--- config.mk ---
export PLATFORM = sky130hd
export DESIGN_NAME = axi4_lite_traffic_seq
export DESIGN_NICKNAME = d
export VERILOG_FILES = /design/src/rtl/axi4_lite_traffic_seq.sv
export SDC_FILE = /design/constraint.sdc
export NUM_CORES = 1
export LEC_CHECK = 0
export BUFFER_PORTS_ARGS = -buffer_cell sky130_fd_sc_hd__buf_4
export CAP_MARGIN = 30
export CORE_ASPECT_RATIO = 2
export CORE_MARGIN = 4
export CORE_UTILIZATION = 50
export DETAILED_ROUTE_END_ITERATION = 12
export GPL_TIMING_DRIVEN = 0
export PLACE_DENSITY = 0.69
export SKIP_CTS_REPAIR_TIMING = 1
export SLEW_MARGIN = 0
export SYNTH_ARGS = -nofsm -noshare
export SYNTH_HDL_FRONTEND = slang
export SYNTH_SLANG_ARGS = --single-unit
--- constraint.sdc ---
create_clock -name clk_i -period 5.4 [get_ports clk_i]
set_clock_uncertainty 0.2 [all_clocks]
set_input_delay 0.27 -clock clk_i [delete_from_list [all_inputs] [get_ports clk_i]]
set_output_delay 0.27 -clock clk_i [all_outputs]
set_load 0.05 [all_outputs]
--- src/rtl/axi4_lite_traffic_seq.sv ---
// Runs the AXI4-Lite traffic generator NUM_ITERS times per go (reset, settle, run, collect); AXI_TRAFFIC_SEQ_STOP_ON_ERROR_EN ends early on an errored pass.
// Latency: RESET_HOLD_CYCLES + SETTLE_CYCLES + run time + 1 cycles per pass; no backpressure, go_i is ignored while busy_o.
module axi4_lite_traffic_seq #(
  parameter int          NUM_ITERS         = 4,
  parameter int          ITER_W            = 8,
  parameter int          RESET_HOLD_CYCLES = 4,
  parameter int          SETTLE_CYCLES     = 3,
  parameter logic [31:0] TIMEOUT_CYCLES    = 32'h0100_0000
) (
  input  logic              clk_i,
  input  logic              reset_n_i,
  input  logic              go_i,
  output logic              tg_reset_n_o,
  output logic              tg_start_o,
  input  logic              tg_done_i,
  input  logic              tg_rd_error_i,
  input  logic              tg_wr_error_i,
  output logic              busy_o,
  output logic              done_o,
  output logic              pass_o,
  output logic              timeout_o,
  output logic [7:0]        rd_err_cnt_o,
  output logic [7:0]        wr_err_cnt_o,
  output logic [ITER_W-1:0] iter_o,
  output logic [31:0]       last_run_cycles_o
);

  localparam int HOLD_W = 16;

  typedef enum logic [2:0] {
    S_IDLE, S_TG_RST, S_SETTLE, S_RUN, S_NEXT, S_DONE
  } state_t;

  state_t             state_q, state_d;
  logic [HOLD_W-1:0]  hold_q;
  logic [31:0]        run_q;
  logic               launch;
  logic               timeout_hit;
`ifdef AXI_TRAFFIC_SEQ_STOP_ON_ERROR_EN
  logic               last_err_q;
`endif

  assign launch      = ((state_q == S_IDLE) || (state_q == S_DONE)) && go_i;
  assign timeout_hit = (TIMEOUT_CYCLES != 32'd0) && (run_q == TIMEOUT_CYCLES);

  always_ff @(posedge clk_i or negedge reset_n_i) begin
    if (!reset_n_i) state_q <= S_IDLE;
    else            state_q <= state_d;
  end

  // Outputs are decoded from state so the async reset reaches the generator immediately.
  always_comb begin
    state_d      = state_q;
    tg_reset_n_o = 1'b0;
    tg_start_o   = 1'b0;
    busy_o       = 1'b0;
    done_o       = 1'b0;
    case (state_q)
      S_IDLE: begin
        if (go_i) state_d = S_TG_RST;
      end
      S_TG_RST: begin
        busy_o = 1'b1;
        if (hold_q == HOLD_W'(RESET_HOLD_CYCLES - 1)) state_d = S_SETTLE;
      end
      S_SETTLE: begin
        busy_o       = 1'b1;
        tg_reset_n_o = 1'b1;
        if (hold_q == HOLD_W'(SETTLE_CYCLES - 1)) state_d = S_RUN;
      end
      S_RUN: begin
        busy_o       = 1'b1;
        tg_reset_n_o = 1'b1;
        tg_start_o   = 1'b1;
        if (tg_done_i)        state_d = S_NEXT;
        else if (timeout_hit) state_d = S_DONE;
      end
      S_NEXT: begin
        busy_o       = 1'b1;
        tg_reset_n_o = 1'b1;
`ifdef AXI_TRAFFIC_SEQ_STOP_ON_ERROR_EN
        if ((iter_o == ITER_W'(NUM_ITERS)) || last_err_q) state_d = S_DONE;
`else
        if (iter_o == ITER_W'(NUM_ITERS)) state_d = S_DONE;
`endif
        else state_d = S_TG_RST;
      end
      S_DONE: begin
        done_o = 1'b1;
        if (go_i) state_d = S_TG_RST;
      end
      default: state_d = S_IDLE;
    endcase
  end

  assign pass_o = done_o && (rd_err_cnt_o == 8'd0) && (wr_err_cnt_o == 8'd0) && !timeout_o;

  // Shared dwell counter for TG_RST and SETTLE; restarts on every state change.
  always_ff @(posedge clk_i or negedge reset_n_i) begin
    if (!reset_n_i) begin
      hold_q <= '0;
      run_q  <= '0;
    end else begin
      if (state_d != state_q) hold_q <= '0;
      else if ((state_q == S_TG_RST) || (state_q == S_SETTLE)) hold_q <= hold_q + HOLD_W'(1);

      if ((state_q == S_SETTLE) && (state_d == S_RUN)) run_q <= 32'd1;
      else if ((state_q == S_RUN) && (run_q != 32'hFFFF_FFFF)) run_q <= run_q + 32'd1;
    end
  end

  always_ff @(posedge clk_i or negedge reset_n_i) begin
    if (!reset_n_i) begin
      iter_o            <= '0;
      rd_err_cnt_o      <= '0;
      wr_err_cnt_o      <= '0;
      timeout_o         <= 1'b0;
      last_run_cycles_o <= '0;
`ifdef AXI_TRAFFIC_SEQ_STOP_ON_ERROR_EN
      last_err_q        <= 1'b0;
`endif
    end else if (launch) begin
      iter_o            <= '0;
      rd_err_cnt_o      <= '0;
      wr_err_cnt_o      <= '0;
      timeout_o         <= 1'b0;
      last_run_cycles_o <= '0;
`ifdef AXI_TRAFFIC_SEQ_STOP_ON_ERROR_EN
      last_err_q        <= 1'b0;
`endif
    end else if (state_q == S_RUN) begin
      if (tg_done_i) begin
        last_run_cycles_o <= run_q;
        iter_o            <= iter_o + ITER_W'(1);
        if (tg_rd_error_i && (rd_err_cnt_o != 8'hFF)) rd_err_cnt_o <= rd_err_cnt_o + 8'd1;
        if (tg_wr_error_i && (wr_err_cnt_o != 8'hFF)) wr_err_cnt_o <= wr_err_cnt_o + 8'd1;
`ifdef AXI_TRAFFIC_SEQ_STOP_ON_ERROR_EN
        last_err_q        <= tg_rd_error_i || tg_wr_error_i;
`endif
      end else if (timeout_hit) begin
        timeout_o         <= 1'b1;
        last_run_cycles_o <= run_q;
      end
    end
  end

endmodule

# [Word level (Yosys, flattened, before mapping)]
# Index checks and enable logic that the tools add are counted.
[op_classes] reduce_logical=30 eq_ne=15 n_addsub=5 mux=34
[ops] operator="$mux W32" n=6
[ops] operator="$mux W8" n=11
[ops] operator="$add A32 B1 Y32 const B" n=1
[ops] operator="$eq A16 B2 Y1 const B" n=2
[ops] operator="$eq A32 B25 Y1 const B" n=1
[ops] operator="$mux W16" n=2
[ops] operator="$ne A32 B32 Y1 const B" n=1
[ops] operator="$add A8 B1 Y8 const B" n=3
[ops] operator="$mux W3" n=6
[ops] operator="$add A16 B1 Y16 const B" n=1
[ops] operator="$logic_not A8 Y1" n=2
[ops] operator="$ne A8 B8 Y1 const B" n=2
[ops] operator="$pmux W3 S5" n=1
[ops] operator="$reduce_bool A2 Y1" n=7
[ops] operator="$eq A3 B2 Y1 const B" n=3
[ops] operator="$reduce_and A3 Y1" n=3
[ops] operator="$eq A8 B3 Y1 const B" n=1
[ops] operator="$logic_and A1 B1 Y1" n=8
[ops] operator="$mux W1" n=8
[ops] operator="$eq A3 B3 Y1 const B" n=2
[ops] operator="$reduce_and A2 Y1" n=2
[ops] operator="$reduce_or A4 Y1" n=1
[ops] operator="$eq A3 B1 Y1 const B" n=1
[ops] operator="$logic_not A3 Y1" n=1
[ops] operator="7 further kinds" n=8
[word_totals] inputBits=6 reg_bits=108 output_inout_bits=62

# [Logic depth before layout (Yosys ltp)]
# Gate-level depths: netlist (run 1).
[logic_depth] word_depth=7 mapped_depth=8

# [Worst setup path before layout (run 1)]
# Ideal clock, no wire load.
[synth_path] kind="flip-flop to output port" from="reg state_q[2]" to="out pass_o" t_required_ns=4.930 path_stages_with_launch=7 setup_slack_ns=2.851 t_arrival_ns=2.079 cell_sequence="dfrtp_1 -> clkbuf_1 -> clkbuf_1 -> and2_1 -> nand2_1 -> nor4_1 -> and3_1"
[synth_between] elab_chain_len=5
[synth_rtl] item="from (decl)" line_no="34" source="state_t state_q, state_d;"
[synth_rtl] item="from (signal assigned)" line_no="48" source="else state_q <= state_d;"
[synth_rtl] item="$eq A3 B3 Y1" line_no="58" source="case (state_q)"
[synth_rtl] item="$mux W1" line_no="58"
[synth_rtl] item="via done_o" line_no="19" source="output logic done_o,"
[synth_rtl] item="$logic_and A1 B1 Y1 (3 in a row)" line_no="96" source="assign pass_o = done_o && (rd_err_cnt_o == 8'd0) && (wr_err_cnt_o == 8'd0) && !timeout_o;"
[synth_rtl] item="to (decl)" line_no="20" source="output logic pass_o,"
# The timed path passes the listed nets, and every way through them passes these cells.

# [Worst setup path after layout (run 1)]
[layout_path] from="reg run_q[0]" to="reg last_run_cycles_o[3]"
[layout_between] elab_chain_len=3
[layout_rtl] item="from (decl)" line_no="36" source="logic [31:0] run_q;"
[layout_rtl] item="from (signal assigned)" line_no="108" source="else if ((state_q == S_RUN) && (run_q != 32'hFFFF_FFFF)) run_q <= run_q + 32'd1;"
[layout_rtl] item="$eq A32 B25 Y1" line_no="44" source="assign timeout_hit = (TIMEOUT_CYCLES != 32'd0) && (run_q == TIMEOUT_CYCLES);"
[layout_rtl] item="$reduce_bool A3 Y1 (no source line)"
[layout_rtl] item="$reduce_and A2 Y1 (no source line)"
[layout_rtl] item="to (signal assigned)" line_no="133" source="last_run_cycles_o <= run_q;"
[layout_rtl] item="to (signal assigned)" line_no="142" source="last_run_cycles_o <= run_q;"
[layout_rtl] item="to (decl)" line_no="25" source="output logic [31:0] last_run_cycles_o"
# No other way between the ends.
# A chain may end at the register's enable or synchronous reset.

==> results of run 1 <==
-- flip-flops by register name, summed over array words and instances, names as in the netlist --
name and count:
run_q 32, rd_err_cnt_o 8, wr_err_cnt_o 8, timeout_o 1, hold_q 16, state_q 3
iter_o 8, last_run_cycles_o 32
-- metal layers --
layer	vias to the layer above	GRT usage [%]	wire length (um)
li1	2366	-	-
met1	2446	25.47	5666
met2	149	39.84	7627
met3	31	3.838	583
met4	0	8.492	430
met5	-	0	0
-- power by group through the flow --
stage	clock network [W]	logic, W	registers (W)
6_report	0.000664	0.000611	0.000928
2_1_floorplan	0	0.000362	0.000996
3_5_place_dp	0	0.000615	0.000942
4_1_cts	0.000673	0.000617	0.000927
3_3_place_gp	0	0.000595	0.000938
5_1_grt	0.000709	0.000676	0.000938
-- through the flow --
stage               setup slack (ps)  hold slack (ps)  cells  util (%)  area, sq um
finish                          2366            26.19    841     60.83         6699
detailed placement              2400            184.8    824     58.06         6394
global placement                2511            312.5    823     57.80         6366
floorplan                       2851           -225.6    616         -         5688
CTS                             2396           -192.6    840     60.74         6689
global route                    2095            67.06    841     60.83         6699
-- worst register-to-register path, stage by stage (launching register included) --
cell      delay, ps
dfrtp_1         480
inv_1           100
ha_1            140
nor4b_1         270
nand4_1         220
o21bai_1        610
and2_1          320
clkbuf_1        380
o21ai_0         180
-- how the worst min path moves through the flow --
| stage | cells past startpoint | startpoint | slack (ps) | end |
|---|---|---|---|---|
| 2_1_floorplan | 0 | reset_n_i | -230 | hold_q[0]$_DFFE_PN0P_ |
| 3_3_place_gp | 1 | timeout_o$_DFFE_PN0P_ | 310 | timeout_o$_DFFE_PN0P_ |
| 3_5_place_dp | 1 | reset_n_i | 180 | rd_err_cnt_o[4]$_DFFE_PN0P_ |
| 4_1_cts | 1 | reset_n_i | -190 | rd_err_cnt_o[4]$_DFFE_PN0P_ |
| 5_1_grt | 2 | tg_done_i | 70 | state_q[0]$_DFF_PN0_ |
| 6_report | 2 | tg_done_i | 30 | state_q[0]$_DFF_PN0_ |
-- cell families after synthesis --
logic type,share of synthesized area (%)
simple gates,27.28
flops,47.51
xor+xnor,6.159
mux,0.8799
compound gates,11.84
buf+inv,4.135
fa+ha+maj,2.200
-- cell usage after synthesis, drive strengths merged, types with 3 or more instances --
library cell	instances
nor3	12
or4	7
o31ai	4
a31oi	3
and3	7
o311ai	3
and2	6
a21oi	27
clkbuf	24
nand4	20
nand3	55
buf	12
ha	10
or3	21
nor4b	5
o211ai	7
mux2i	5
xnor2	24
inv	17
dfrtp	108
nor2	50
a211oi	8
o21ai	51
and3b	5
nor4	12
nand3b	3
nand2	67
and4	10
xor2	16
-- area by class of cell --
| cell class | count | area (sq um) |
|---|---|---|
| Multi-Input combinational cell | 455 | 2750 |
| Sequential cell | 108 | 2703 |
| Timing Repair Buffer | 69 | 540.5 |
| Clock buffer | 12 | 246.5 |
| Buffer | 36 | 171.4 |
| Fill cell | 990 | 4314 |
| Clock inverter | 4 | 48.80 |
| Inverter | 17 | 63.81 |
| Tap cell | 140 | 175.2 |
==> results.json, run 1 <==
{
  "drt_pass1_iterations": 5,
  "grt_antenna_before_repair": 0,
  "drc": 0,
  "ys_ff_latch": 108,
  "finalPower_w": 0.002204,
  "grt_first_pass_wirelength_mm": 24.28,
  "synth-seq-area-share_pct": 47.51,
  "via_count": 4992,
  "p_sw_w": 0.0007802,
  "combPwrFrac_pct": 27.7,
  "crit_arrival_ps": 3040,
  "syn_inst": 616,
  "grt_setup_unrepaired": "no",
  "htreeDepth": 3,
  "tightest_slew_ps": 1133,
  "final-max-slew-violation-count": 0,
  "port_buffers": 67,
  "period_share_pct": 56.18,
  "setup_viol": 0,
  "synth.cell_area_sq_um": 5688,
  "reg2reg_to": "last_run_cycles_o[3]$_DFFE_PN0P_",
  "fmax_mhz": 329.6,
  "synth_top_flop_cell": "dfrtp_1",
  "nets": 712,
  "synth_area_leader_cell": "dfrtp_1",
  "cp-end-kind": "flop",
  "status": "complete, no violations",
  "die_w_um": 83.42,
  "ys_types": 55,
  "critical_path.top_delay_family": "simple AND/OR/NAND/NOR gates",
  "ir_drop_mv": 0.1866,
  "final_cell_mix": "dfrtp_1, buf_4, nand2_1",
  "pin_count": 68,
  "grt_usage_pct": 21.98,
  "regToRegSetupSlack_ps": 2370,
  "hold_class": "input pin to flop",
  "grt_max_degree": 58,
  "dieArea_sq_um": 13250,
  "grt-ovfl-total": 0,
  "p_per_area_nw_per_um2": 328.9,
  "async_reset_ff_share_pct": 100.0,
  "clockPowerShare_pct": 30.1,
  "relSlewSlack_pct": 23.41,
  "clock_latency_ps": 350,
  "finalHoldViolCount": 0,
  "seq_power_share_pct": 42.1,
  "cts-buffers-inserted": 9,
  "final_common_cell": "dfrtp_1",
  "clock-sinks": 108,
  "synth_area_leaders": "dfrtp_1, nand3_1, o21ai_0",
  "rows": 54,
  "routed_wl_mm": 14.31,
  "setup_tns_ps": 0,
  "clk_pin_slew_worst_paths_ps": 70,
  "p_leak_nw": 2.999,
  "ant_nets": 0,
  "ctsLongestPathBuffers": 2,
  "cts_tree": "built",
  "cp_max_fo": 10,
  "critPathKind": "flop to flop",
  "synth_warnings": 0,
  "p_sw_share_pct": 35.41,
  "dieHeight_um": 158.8,
  "synth_top_area_share_pct": 47.51,
  "worstSetupStartpointType": "flop",
  "critPathSlowestCell": "o21bai_1",
  "syn_avg_cell_area_sq_um": 9.234,
  "fin_crit_ps": 3034,
  "drtIter0Drc": 301,
  "vias_per_cell": 5.936,
  "max-cap-violations": 0,
  "p_int_w": 0.001423,
  "core_sq_um": 11010,
  "insertedDiodeCount": 0,
  "worstSetupStartpoint": "run_q[0]$_DFFE_PN0P_",
  "r2r-start": "run_q[0]$_DFFE_PN0P_",
  "wl_per_cell_um": 17.01,
  "ff2ff_path_depth": 8,
  "grt_pass1_vias": 4949,
  "cp.required_ps": 5410,
  "cp_num_cells": 8,
  "cp_num_buf_inv": 2,
  "gp_congestion": 0.8678,
  "crit_chain": "inv_1 > ha_1 > nor4b_1 > nand4_1 > o21bai_1 > and2_1 > clkbuf_1 > o21ai_0",
  "area_growth_pct": 17.77,
  "cts_root_buf": "clkbuf_16",
  "synth_fp_nets": 632,
  "drive_gt1_share_pct": 14.98,
  "cp-endpoint": "last_run_cycles_o[3]$_DFFE_PN0P_",
  "hpwlAfterDp_mm": 10.51,
  "initial_utilization_pct": 51.65,
  "synth_edf_count": 0,
  "cp_slowest_stage_delay_ps": 610
}
Note: power is estimated with default switching activity, not from simulation.
==> run 2: changes to the inputs <==
Settings changed: PLACE_DENSITY 0.69 to 0.72.
Clock period 5.4 ns to 2.5 ns, I/O delays scaled along.
==> run 2 against run 1 <==
- wire length up 2.4%
- critical endpoint is now last_run_cycles_o[19]$_DFFE_PN0P_
- maximum frequency up 25%
- combinational power up 120%
- core utilization up 1.0 points
- sequential share of layout area down 0.58 points
- die area unchanged
- highest routed layer unchanged
- critical path depth unchanged
- clock power up 110%
- largest power group unchanged
- sequential power up 120%
==> results.json, run 2 (synthesis results as in run 1) <==
{
  "max-cap-violations": 0,
  "p_per_area_nw_per_um2": 699.6,
  "hold_class": "input pin to flop",
  "grt_usage_pct": 22.15,
  "initial_utilization_pct": 51.65,
  "min_from": "go_i",
  "crit_arrival_ps": 2440,
  "nets": 718,
  "finalPower_w": 0.004763,
  "via_count": 5042,
  "clock-sinks": 108,
  "period_share_pct": 96.92,
  "p_leak_nw": 3.045,
  "port_buffers": 67,
  "core_sq_um": 11010,
  "drive_gt1_share_pct": 18.67,
  "final_common_cell": "dfrtp_1",
  "status": "complete, no violations",
  "insertedDiodeCount": 0,
  "cp.required_ps": 2520,
  "cp_max_fo": 10,
  "clk_pin_slew_worst_paths_ps": 70,
  "worstSetupStartpointType": "flop",
  "ff_latch_area_sq_um": 2708,
  "design_area_sq_um": 6809,
  "dieArea_sq_um": 13250,
  "hpwlAfterDp_mm": 10.72,
  "cts_root_buf": "clkbuf_16",
  "setup_tns_ps": 0,
  "clock_latency_ps": 350,
  "ant_nets": 0,
  "largestRegisters": "last_run_cycles_o x32, run_q x32, hold_q x16",
  "drt_pass1_iterations": 4,
  "cp-end-kind": "flop",
  "tightest_slew_ps": 818.3,
  "gp_congestion": 0.9151,
  "rows": 54,
  "relSlewSlack_pct": 45.03,
  "drtIter0Drc": 323,
  "grt_pass1_vias": 5117,
  "regToRegSetupSlack_ps": 80,
  "nFillCells": 969,
  "fin_crit_ps": 2423,
  "grt_antenna_before_repair": 0,
  "grt_first_pass_wirelength_mm": 24.36,
  "die_w_um": 83.42,
  "setup_viol": 0,
  "ctsLongestPathBuffers": 2,
  "dieHeight_um": 158.8,
  "area_growth_pct": 19.71,
  "cts_tree": "built",
  "multi_input_area_sq_um": 2791,
  "worstSetupStartpoint": "run_q[0]$_DFFE_PN0P_",
  "grt-ovfl-total": 0,
  "drc": 0,
  "finalHoldViolCount": 0,
  "pin_count": 68,
  "wl_per_cell_um": 17.29,
  "fmax_mhz": 412.7,
  "final_cell_mix": "dfrtp_1, buf_4, nand2_1",
  "place_area_sq_um": 6394,
  "critPathKind": "flop to flop",
  "cts-buffers-inserted": 9,
  "vias_per_cell": 5.953,
  "grt_max_degree": 74,
  "routed_wl_mm": 14.64,
  "ir_drop_mv": 0.4020,
  "final-max-slew-violation-count": 0,
  "htreeDepth": 3,
  "r2r-start": "run_q[0]$_DFFE_PN0P_",
  "worst_hold_slack_ps": 9.771
}
==> run 2: final timing paths <==
| check | to | cells past startpoint |
|---|---|---|
| max in group asynchronous | run_q[15]$_DFFE_PN0P_ | 3 |
| min reg2reg | last_run_cycles_o[15]$_DFFE_PN0P_ | 2 |
| min in group asynchronous | iter_o[0]$_DFFE_PN0P_ | 2 |
| max | last_run_cycles_o[19]$_DFFE_PN0P_ | 8 |
| min | state_q[2]$_DFF_PN0_ | 4 |
| max reg2reg | last_run_cycles_o[19]$_DFFE_PN0P_ | 8 |
==> run 2: worst max-delay path, cell delays in order, from the launching register on <==
cell	delay, ps
dfrtp_1	470
inv_1	90
ha_1	150
nor4b_2	240
nand4_1	230
o21bai_4	310
and2_2	260
buf_2	220
o21ai_0	120
==> run 2: power by group <==
part | leakage [nW] | total [W] | internal [W] | switching (W)
registers | 1.49 | 0.00201 | 0.00186 | 0.000143
logic | 1.43 | 0.00136 | 0.000435 | 0.000926
clock network | 0.133 | 0.00140 | 0.000777 | 0.000620
total | 3.04 | 0.00476 | 0.00307 | 0.00169
==> run 2: layout make-up <==
cell class | instances | area share (%)
Multi-Input combinational cell | 455 | 41.00
Timing Repair Buffer | 77 | 8.857
Inverter | 17 | 0.9372
Clock buffer | 12 | 3.473
Tap cell | 140 | 2.573
Buffer | 34 | 2.664
Clock inverter | 4 | 0.7350
Sequential cell | 108 | 39.76
==> run 2: layer usage <==
metal | GRT usage (%) | vias up | part of all wire [%]
li1 | - | 2390 | -
met1 | 24.20 | 2479 | 37
met2 | 40.75 | 133 | 55
met3 | 4.305 | 40 | 4.3
met4 | 9.956 | 0 | 3.1
met5 | 0 | - | 0
==> run 2: per-stage QoR <==
stage	setup slack, ps	std cells	utilization [%]
final	76.95	847	61.83
after global routing	-49.76	847	61.83
after global placement	-534.3	823	57.80
after CTS	-598.0	840	60.66
after floorplan	95.86	616	-
after detailed placement	-574.6	824	58.06
